--- config.mk ---
export PLATFORM = sky130hd
export DESIGN_NAME = regfile_param
export DESIGN_NICKNAME = d
export VERILOG_FILES = /design/src/rtl/regfile_pkg.sv /design/src/rtl/regfile_clear_fsm.sv /design/src/rtl/regfile_param.sv
export SDC_FILE = /design/constraint.sdc
export NUM_CORES = 1
export LEC_CHECK = 0
export CELL_PAD_IN_SITES_DETAIL_PLACEMENT = 1
export CELL_PAD_IN_SITES_GLOBAL_PLACEMENT = 2
export CORE_ASPECT_RATIO = 0.7
export CORE_UTILIZATION = 40
export DETAILED_ROUTE_END_ITERATION = 8
export PLACE_DENSITY = 0.87
export SLEW_MARGIN = 15
export SYNTH_ARGS = -nofsm -noshare
export SYNTH_HDL_FRONTEND = slang
export SYNTH_SLANG_ARGS = --single-unit
--- constraint.sdc ---
create_clock -name clk -period 2.6 [get_ports clk]
set_input_delay 0.52 -clock clk [delete_from_list [all_inputs] [get_ports clk]]
set_output_delay 0.52 -clock clk [all_outputs]
set_load 0.01 [all_outputs]
--- src/rtl/regfile_pkg.sv ---
// Shared constants and the clear-sweep state encoding for the register file.
package regfile_pkg;

   // Default datapath sizing, shared with the decode and ALU blocks
   localparam int unsigned REGFILE_WIDTH  = 8;
   localparam int unsigned REGFILE_ADDR_W = 2;

   // Bulk-clear sequencer states
   typedef enum logic [1:0] {
      IDLE  = 2'd0,
      SWEEP = 2'd1,
      DONE  = 2'd2
   } sweep_state_e;

endpackage : regfile_pkg

--- src/rtl/regfile_clear_fsm.sv ---
// Bulk-clear sequencer: walks idx over every register, flags Busy/Done,
// and decides whether a user write may be accepted this cycle.
module regfile_clear_fsm
   import regfile_pkg::*;
#(
   parameter int unsigned ADDR_W = REGFILE_ADDR_W
) (
   input  logic              clk,
   input  logic              rst_n,
   input  logic              clear,
   input  logic              reg_write,
   output logic              busy,
   output logic              done,
   output logic              sweep_we_c,
   output logic [ADDR_W-1:0] sweep_idx_c,
   output logic              wr_accept_c
);

   localparam int unsigned       DEPTH    = 1 << ADDR_W;
   localparam logic [ADDR_W-1:0] LAST_IDX = ADDR_W'(DEPTH - 1);

   sweep_state_e      state_q, state_d;
   logic [ADDR_W-1:0] idx_q, idx_d;

   // State, sweep index and registered Busy/Done flags
   always_ff @(posedge clk or negedge rst_n) begin
      if (!rst_n) begin
         state_q <= IDLE;
         idx_q   <= '0;
         busy    <= 1'b0;
         done    <= 1'b0;
      end else begin
         state_q <= state_d;
         idx_q   <= idx_d;
         busy    <= (state_d == SWEEP);
         done    <= (state_d == DONE);
      end
   end

   // Next state, sweep stepping and user-write acceptance
   always_comb begin
      state_d     = state_q;
      idx_d       = idx_q;
      sweep_we_c  = 1'b0;
      wr_accept_c = 1'b0;
      unique case (state_q)
         IDLE: begin
            wr_accept_c = reg_write;
            if (clear) begin
               state_d = SWEEP;
               idx_d   = '0;
            end
         end
         SWEEP: begin
            // User writes are dropped while the sweep owns the write port
            sweep_we_c = 1'b1;
            if (idx_q == LAST_IDX) begin
               state_d = DONE;
               idx_d   = '0;
            end else begin
               idx_d = idx_q + ADDR_W'(1);
            end
         end
         DONE: begin
            wr_accept_c = reg_write;
            state_d     = IDLE;
         end
         default: begin
            state_d = IDLE;
            idx_d   = '0;
         end
      endcase
   end

   assign sweep_idx_c = idx_q;

endmodule : regfile_clear_fsm

--- src/rtl/regfile_param.sv ---
// Parametrised two-read/one-write register file with optional hardwired
// zero register, write-to-read bypass and a sequenced bulk clear.
module regfile_param
   import regfile_pkg::*;
#(
   parameter int unsigned WIDTH    = REGFILE_WIDTH,
   parameter int unsigned ADDR_W   = REGFILE_ADDR_W,
   parameter bit          ZERO_REG = 1'b0,
   parameter bit          BYPASS   = 1'b1
) (
   input  logic              clk,
   input  logic              Reset_n,
   input  logic              RegWrite,
   input  logic [ADDR_W-1:0] Read1,
   input  logic [ADDR_W-1:0] Read2,
   input  logic [ADDR_W-1:0] WriteR,
   input  logic [WIDTH-1:0]  WriteD,
   output logic [WIDTH-1:0]  ReadD1,
   output logic [WIDTH-1:0]  ReadD2,
   input  logic              Clear,
   output logic              Busy,
   output logic              Done
);

   localparam int unsigned DEPTH = 1 << ADDR_W;

   logic [WIDTH-1:0]  regs_q [DEPTH];
   logic              sweep_we_c;
   logic [ADDR_W-1:0] sweep_idx_c;
   logic              wr_accept_c;
   logic              user_wr_c;
   logic              wr_en_c;
   logic [ADDR_W-1:0] wr_addr_c;
   logic [WIDTH-1:0]  wr_data_c;

   regfile_clear_fsm #(
      .ADDR_W (ADDR_W)
   ) u_clear_fsm (
      .clk         (clk),
      .rst_n       (Reset_n),
      .clear       (Clear),
      .reg_write   (RegWrite),
      .busy        (Busy),
      .done        (Done),
      .sweep_we_c  (sweep_we_c),
      .sweep_idx_c (sweep_idx_c),
      .wr_accept_c (wr_accept_c)
   );

   // A user write is real only if accepted and not aimed at a hardwired zero
   assign user_wr_c = wr_accept_c && !(ZERO_REG && (WriteR == '0));

   // Single write port: sweep zero-writes and user writes never overlap
   always_comb begin
      wr_en_c   = 1'b0;
      wr_addr_c = WriteR;
      wr_data_c = WriteD;
      if (sweep_we_c) begin
         wr_en_c   = 1'b1;
         wr_addr_c = sweep_idx_c;
         wr_data_c = '0;
      end else if (user_wr_c) begin
         wr_en_c = 1'b1;
      end
   end

   // Storage, one flop row per address behind the write-address decoder
   for (genvar g = 0; g < DEPTH; g++) begin : g_row
      always_ff @(posedge clk or negedge Reset_n) begin
         if (!Reset_n) begin
            regs_q[g] <= '0;
         end else if (wr_en_c && (wr_addr_c == ADDR_W'(g))) begin
            regs_q[g] <= wr_data_c;
         end
      end
   end

   // Combinational reads with optional bypass; register 0 may be forced to zero
   always_comb begin
      ReadD1 = regs_q[Read1];
      ReadD2 = regs_q[Read2];
      if (BYPASS && user_wr_c && (WriteR == Read1)) ReadD1 = WriteD;
      if (BYPASS && user_wr_c && (WriteR == Read2)) ReadD2 = WriteD;
      if (ZERO_REG && (Read1 == '0)) ReadD1 = '0;
      if (ZERO_REG && (Read2 == '0)) ReadD2 = '0;
   end

endmodule : regfile_param

### Yosys cells after proc, flatten, opt, wreduce, memory -nomap -nowiden

Cells that the tools add are included.

| cells by class | value |
|---|---|
| reductions and logical operators | 10 |
| bitwise operators | 3 |
| $mul | 0 |
| muxes and demuxes | 20 |
| div/mod/pow operators | 0 |
| eq/ne operators | 11 |
| $add $sub $neg | 1 |
| shift-type cells | 0 |
| magnitude comparators | 2 |

Operators by type and width:

| operator | number |
|---|---|
| 8-bit 2-to-1 mux | 7 |
| 8-bit binary-select mux with 2-bit select | 2 |
| 2-bit equality test (second input constant) | 5 |
| 2-bit 2-to-1 mux | 5 |
| 2-bit by 1-bit equality test with 1-bit output (second input constant) | 3 |
| 3-bit greater-or-equal comparator (second input constant) | 2 |
| 1-bit logical AND | 6 |
| 2-bit inverter with 3-bit output | 2 |
| 2-bit one-hot mux with 3 select lines | 1 |
| 2-bit equality test | 2 |
| 2-bit zero test | 2 |
| 1-bit 2-to-1 mux | 4 |
| 2-bit one-hot mux with 2 select lines | 1 |
| 2-bit by 1-bit adder with 2-bit output (second input constant) | 1 |
| 2-bit inequality test (second input constant) | 1 |
| 2-bit AND reduction | 1 |
| 2-bit OR reduction | 1 |
| 1-bit inverter | 1 |

| word-level totals | value |
|---|---|
| latch bits | 0 |
| memory bits (read-only) | 0 |
| register bits | 38 |
| logic and storage cells | 55 |
| input port bits | 18 |
| bits in writable memories | 0 |
| memories | 0 |

### Longest topological paths before layout

| depth | value |
|---|---|
| word-level depth | 6 |
| depth in mapped cells | 4 |

### Modules after synthesis

From an unflattened synthesis, not the netlist that was laid out.

| unflattened totals | value |
|---|---|
| cell total of the unflattened synthesis | 148 |
| area, all modules | 2208.4 um2 |

Modules (own cells, without submodules):

| module | sequential area each (um2) | area an instance (um2) | instances | cells an instance |
|---|---|---|---|---|
| regfile_param | 800.8 | 1958.1 | 1 | 129 |
| regfile_clear_fsm | 150.1 | 250.2 | 1 | 19 |

### Worst setup path before layout

No wires, ideal clock.

| timing path | value |
|---|---|
| kind | input port to output port |
| start | in Read2[0] |
| end | out ReadD2[0] |
| arrival | 1.489 ns |
| setup slack | 0.591 ns |
| cell stages on the path | 3 |
| data required time | 2.080 ns |
| path through | buf_4 -> mux4_2 -> mux2_2 |

| between the ends | value |
|---|---|
| cells in the longest elaborated chain, start to end | 5 |
| elaborated cells between the ends (all ways) | 7 |
| classes of those cells | eq/ne (1); mux (4); bitwise (1); reduce/logical (1) |

Ends and longest elaborated chain:

| element | line | text |
|---|---|---|
| start, declared | regfile_param.sv:15 | `input logic [ADDR_W-1:0] Read2,` |
| 2-bit inverter with 3-bit output (implied by the code) | regfile_param.sv:81 | `ReadD2 = regs_q[Read2];` |
| 8-bit binary-select mux with 2-bit select | regfile_param.sv:81 |  |
| 8-bit 2-to-1 mux (implied by the code) (2 in a row) | regfile_param.sv:81 |  |
| 8-bit 2-to-1 mux * | regfile_param.sv:83 | `if (BYPASS && user_wr_c && (WriteR == Read2)) ReadD2 = WriteD;` |
| end, declared | regfile_param.sv:19 | `output logic [WIDTH-1:0] ReadD2,` |

Mark *: on every way between the ends. The rest lies on a longest branch, timed or not. The select of a mux whose other input is x is not followed.

### Worst setup path after layout

| timing path | value |
|---|---|
| start | in Read2[0] |
| end | out ReadD2[1] |

Same word-level chain as after synthesis.

==> impl_results.md <==
- Sequential fraction of the synthesis area: 0.437
- Unique cell type count in the Yosys netlist: 26
- Number of diodes: 0
- Total track usage: 0.223
- Post-CTS Setup Inserts: 0
- Final setup margin: 0.0669 ns
- Clock Skew: 0.00392 ns
- Psw: 1.10 mW
- YS warnings: 0
- PwrDens: 1060 nW/um^2
- CP Launch Type: input port
- Worst Hold Class: register to register
- Share of layout cells above drive strength 1: 0.505
- CTS Sinks: 38
- Worst-path cell chain: clkdlybuf4s15_2, buf_12, mux4_2, mux2_2, dlygate4sd2_1
- Crit path DAT: 2.01 ns
- Syn nets: 164
- DRT iter0 DRCs: 88
- Max-Cap Viols: 0
- Delay of the slowest cell on the worst path: 0.50 ns
- FP Rows: 22
- Combinational fraction of design power: 0.509
- Fmax: 395 MHz
- Vias per std cell: 5.46
- Initial antenna violation count: 0
- Max H-tree Level: 2
- DPL Wire Length: 4080 um
- Routability cong.: 0.766
- Remaining DRCs: 0
- Worst r2r src: u_clear_fsm.state_q[0]
- Worst rel slew slack: 0.667
- CTS tree: done
- Final setup vio count: 0
- Outcome: completed
- Worst-path fanout max: 5
- Layout area overhead: 31.0%
- Drt wl/cell: 21.0 um
- First-pass GRT wire length: 9400 um
- Clock latency on the worst-skew pair: 0.30 ns
- Avg Cell Area, Syn: 15.0 um^2
- DP Worst Slack: -0.396 ns
- Post-synthesis cell count: 145
- Cell taking the most area after synthesis: dfrtp_1
- Boundary Pins: 36
- Post-layout util: 0.546
- Fin nets: 218
- Worst VDD drop: 354 uV
- Sequential Power Share: 0.347
- Critical-path top delay cell: mux4_2
- Root Buffer: clkbuf_8
- Vias in the first global route: 1661
- Top-area cell type share of the netlist area: 0.437
- Clock slew at reported path FFs: 0.08 ns
- Clock share of power: 0.143
- Fin crit period: 2.53 ns
- Largest cells by area after synthesis: dfrtp_1, mux2_2, mux4_2
- Critical path class: input port to primary output
- Starting Density: 0.417
- Largest net degree at the start of global routing: 39
- Placed cells: 263
- Min-delay src: regs_q[7]
- Int Pwr: 1.93 mW
- Core box area: 5230 um^2
- Post-Syn Area: 2180 um^2
- Via count: 1486
- Pins Over Slew Limit: 0
- GR Overflow Total: 0
- Die Y: 63.7 um
- Post-Layout Cell Count: 272
- Static Leak: 1.31 nW
- Post-DRT Antenna Nets: 0
- Critical path launch point: Read2[0]
- Cts bufs inserted: 5
- Setup crit end kind: primary output
- Die X: 90.2 um
- Drt total wl: 5720 um
- Endpoints failing hold: 0
- CP required: 2.08 ns
- Port Buffers: 35
- TNS Setup: 0 ns
- Net Sw Frac: 0.363
- Period utilization: 0.974
- Drt pass-1 iters: 4
- RSZ-0062 raised after global routing: no
- Yosys reg bits: 38
- Full die area: 5750 um^2
- CTS Hold Bufs: 0
- Worst Max-Slew Pin Slew: 0.500 ns
- Deepest clock path buffer count: 2
[cell usage after synthesis (all sizes together)]
library cell   n
a2bb2oi        1
a22oi          1
nor2           8
xnor2          4
nor2b          1
nand3          2
mux4          16
a22o           1
buf            4
clkbuf         1
mux2          49
nand2b         1
a21oi          1
inv            3
o31ai          1
nand2          1
ha             1
mux2i          2
and2           8
dfrtp         38
and2b          1
[critical path, delay by kind of cell]
family	cells	cell delay, ns
mux	2	0.79
buf+inv	3	0.71
[cells by family (layout without fill, tap and decap cells)]
kind of cell               Yosys count  after routing  share of synthesized area
and+or+nand+nor                     22             22                     0.0695
AOI/OAI and AO/OA                    5              5                     0.0224
muxes                               67             67                      0.431
xor gates and xnor gates             4              4                     0.0161
DFF                                 38             38                      0.437
buffers and inverters                8             63                     0.0184
adders and majority gates            1              1                    0.00574
[what timing repair did]
action / 4_1_cts / 5_1_grt
resized for setup: 28 / 5
gates cloned: 1 / 0
setup endpoints to repair: 16 / 16
[registers in the layout (all words and copies together), names as in the netlist]
| signal | count |
|---|---|
| regs_q | 32 |
| u_clear_fsm.busy | 1 |
| u_clear_fsm.done | 1 |
| u_clear_fsm.state_q | 2 |
| u_clear_fsm.sweep_idx_c | 2 |
[worst paths after layout]
path                                   end  slack (ns)  depth (start not counted)
worst min-delay path             regs_q[7]        0.53                          1
worst min register to register   regs_q[7]        0.53                          1
min in group asynchronous        regs_q[6]        0.64                          2
worst max-delay path             ReadD2[1]        0.07                          5
worst max register to register  regs_q[24]        0.74                          4
max in group asynchronous       regs_q[28]        1.60                          2
[placed cells by master (no fill, tap or decap), types with 2 or more instances in the layout]
| cell | n |
|---|---|
| and2_1 | 8 |
| clkdlybuf4s50_1 | 13 |
| mux4_2 | 16 |
| dfrtp_1 | 38 |
| mux2_2 | 46 |
| mux2_1 | 2 |
| xnor2_1 | 3 |
| inv_1 | 3 |
| nand3_2 | 2 |
| clkbuf_8 | 6 |
| buf_4 | 11 |
| nor2_1 | 4 |
| buf_6 | 4 |
| nor2_4 | 4 |
| dlygate4sd2_1 | 21 |
[through the flow]
stage	hold slack [ns]	instance area [um^2]	total power, mW
6_report	0.527	2850	3.04
5_1_grt	0.553	2850	3.21
4_1_cts	0.534	2840	3.05
3_5_place_dp	0.517	2720	2.69
3_3_place_gp	0.486	2720	2.59
2_1_floorplan	0.224	2180	2.06
[area by class of cell]
class | instances | area [um^2]
Fill cell | 520 | 2380
Multi-Input combinational cell | 99 | 1210
Sequential cell | 38 | 951
Timing Repair Buffer | 52 | 500
Tap cell | 72 | 90.1
Clock buffer | 6 | 82.6
Clock inverter | 2 | 12.5
Inverter | 3 | 11.3
[power by group through the flow]
stage          sequential [mW]  clock (mW)  combinational (mW)
2_1_floorplan            0.992           0                1.07
3_5_place_dp              1.06           0                1.63
6_report                  1.06       0.436                1.55
3_3_place_gp              1.02           0                1.57
4_1_cts                   1.05       0.444                1.56
5_1_grt                   1.09       0.463                1.66
[layer usage]
layer  share of wire  global-route usage
met1            0.46               0.289
met2            0.49               0.372
met3           0.033              0.0429
met4           0.016              0.0887
met5               0                   0
(Power assumes the default switching activity.)
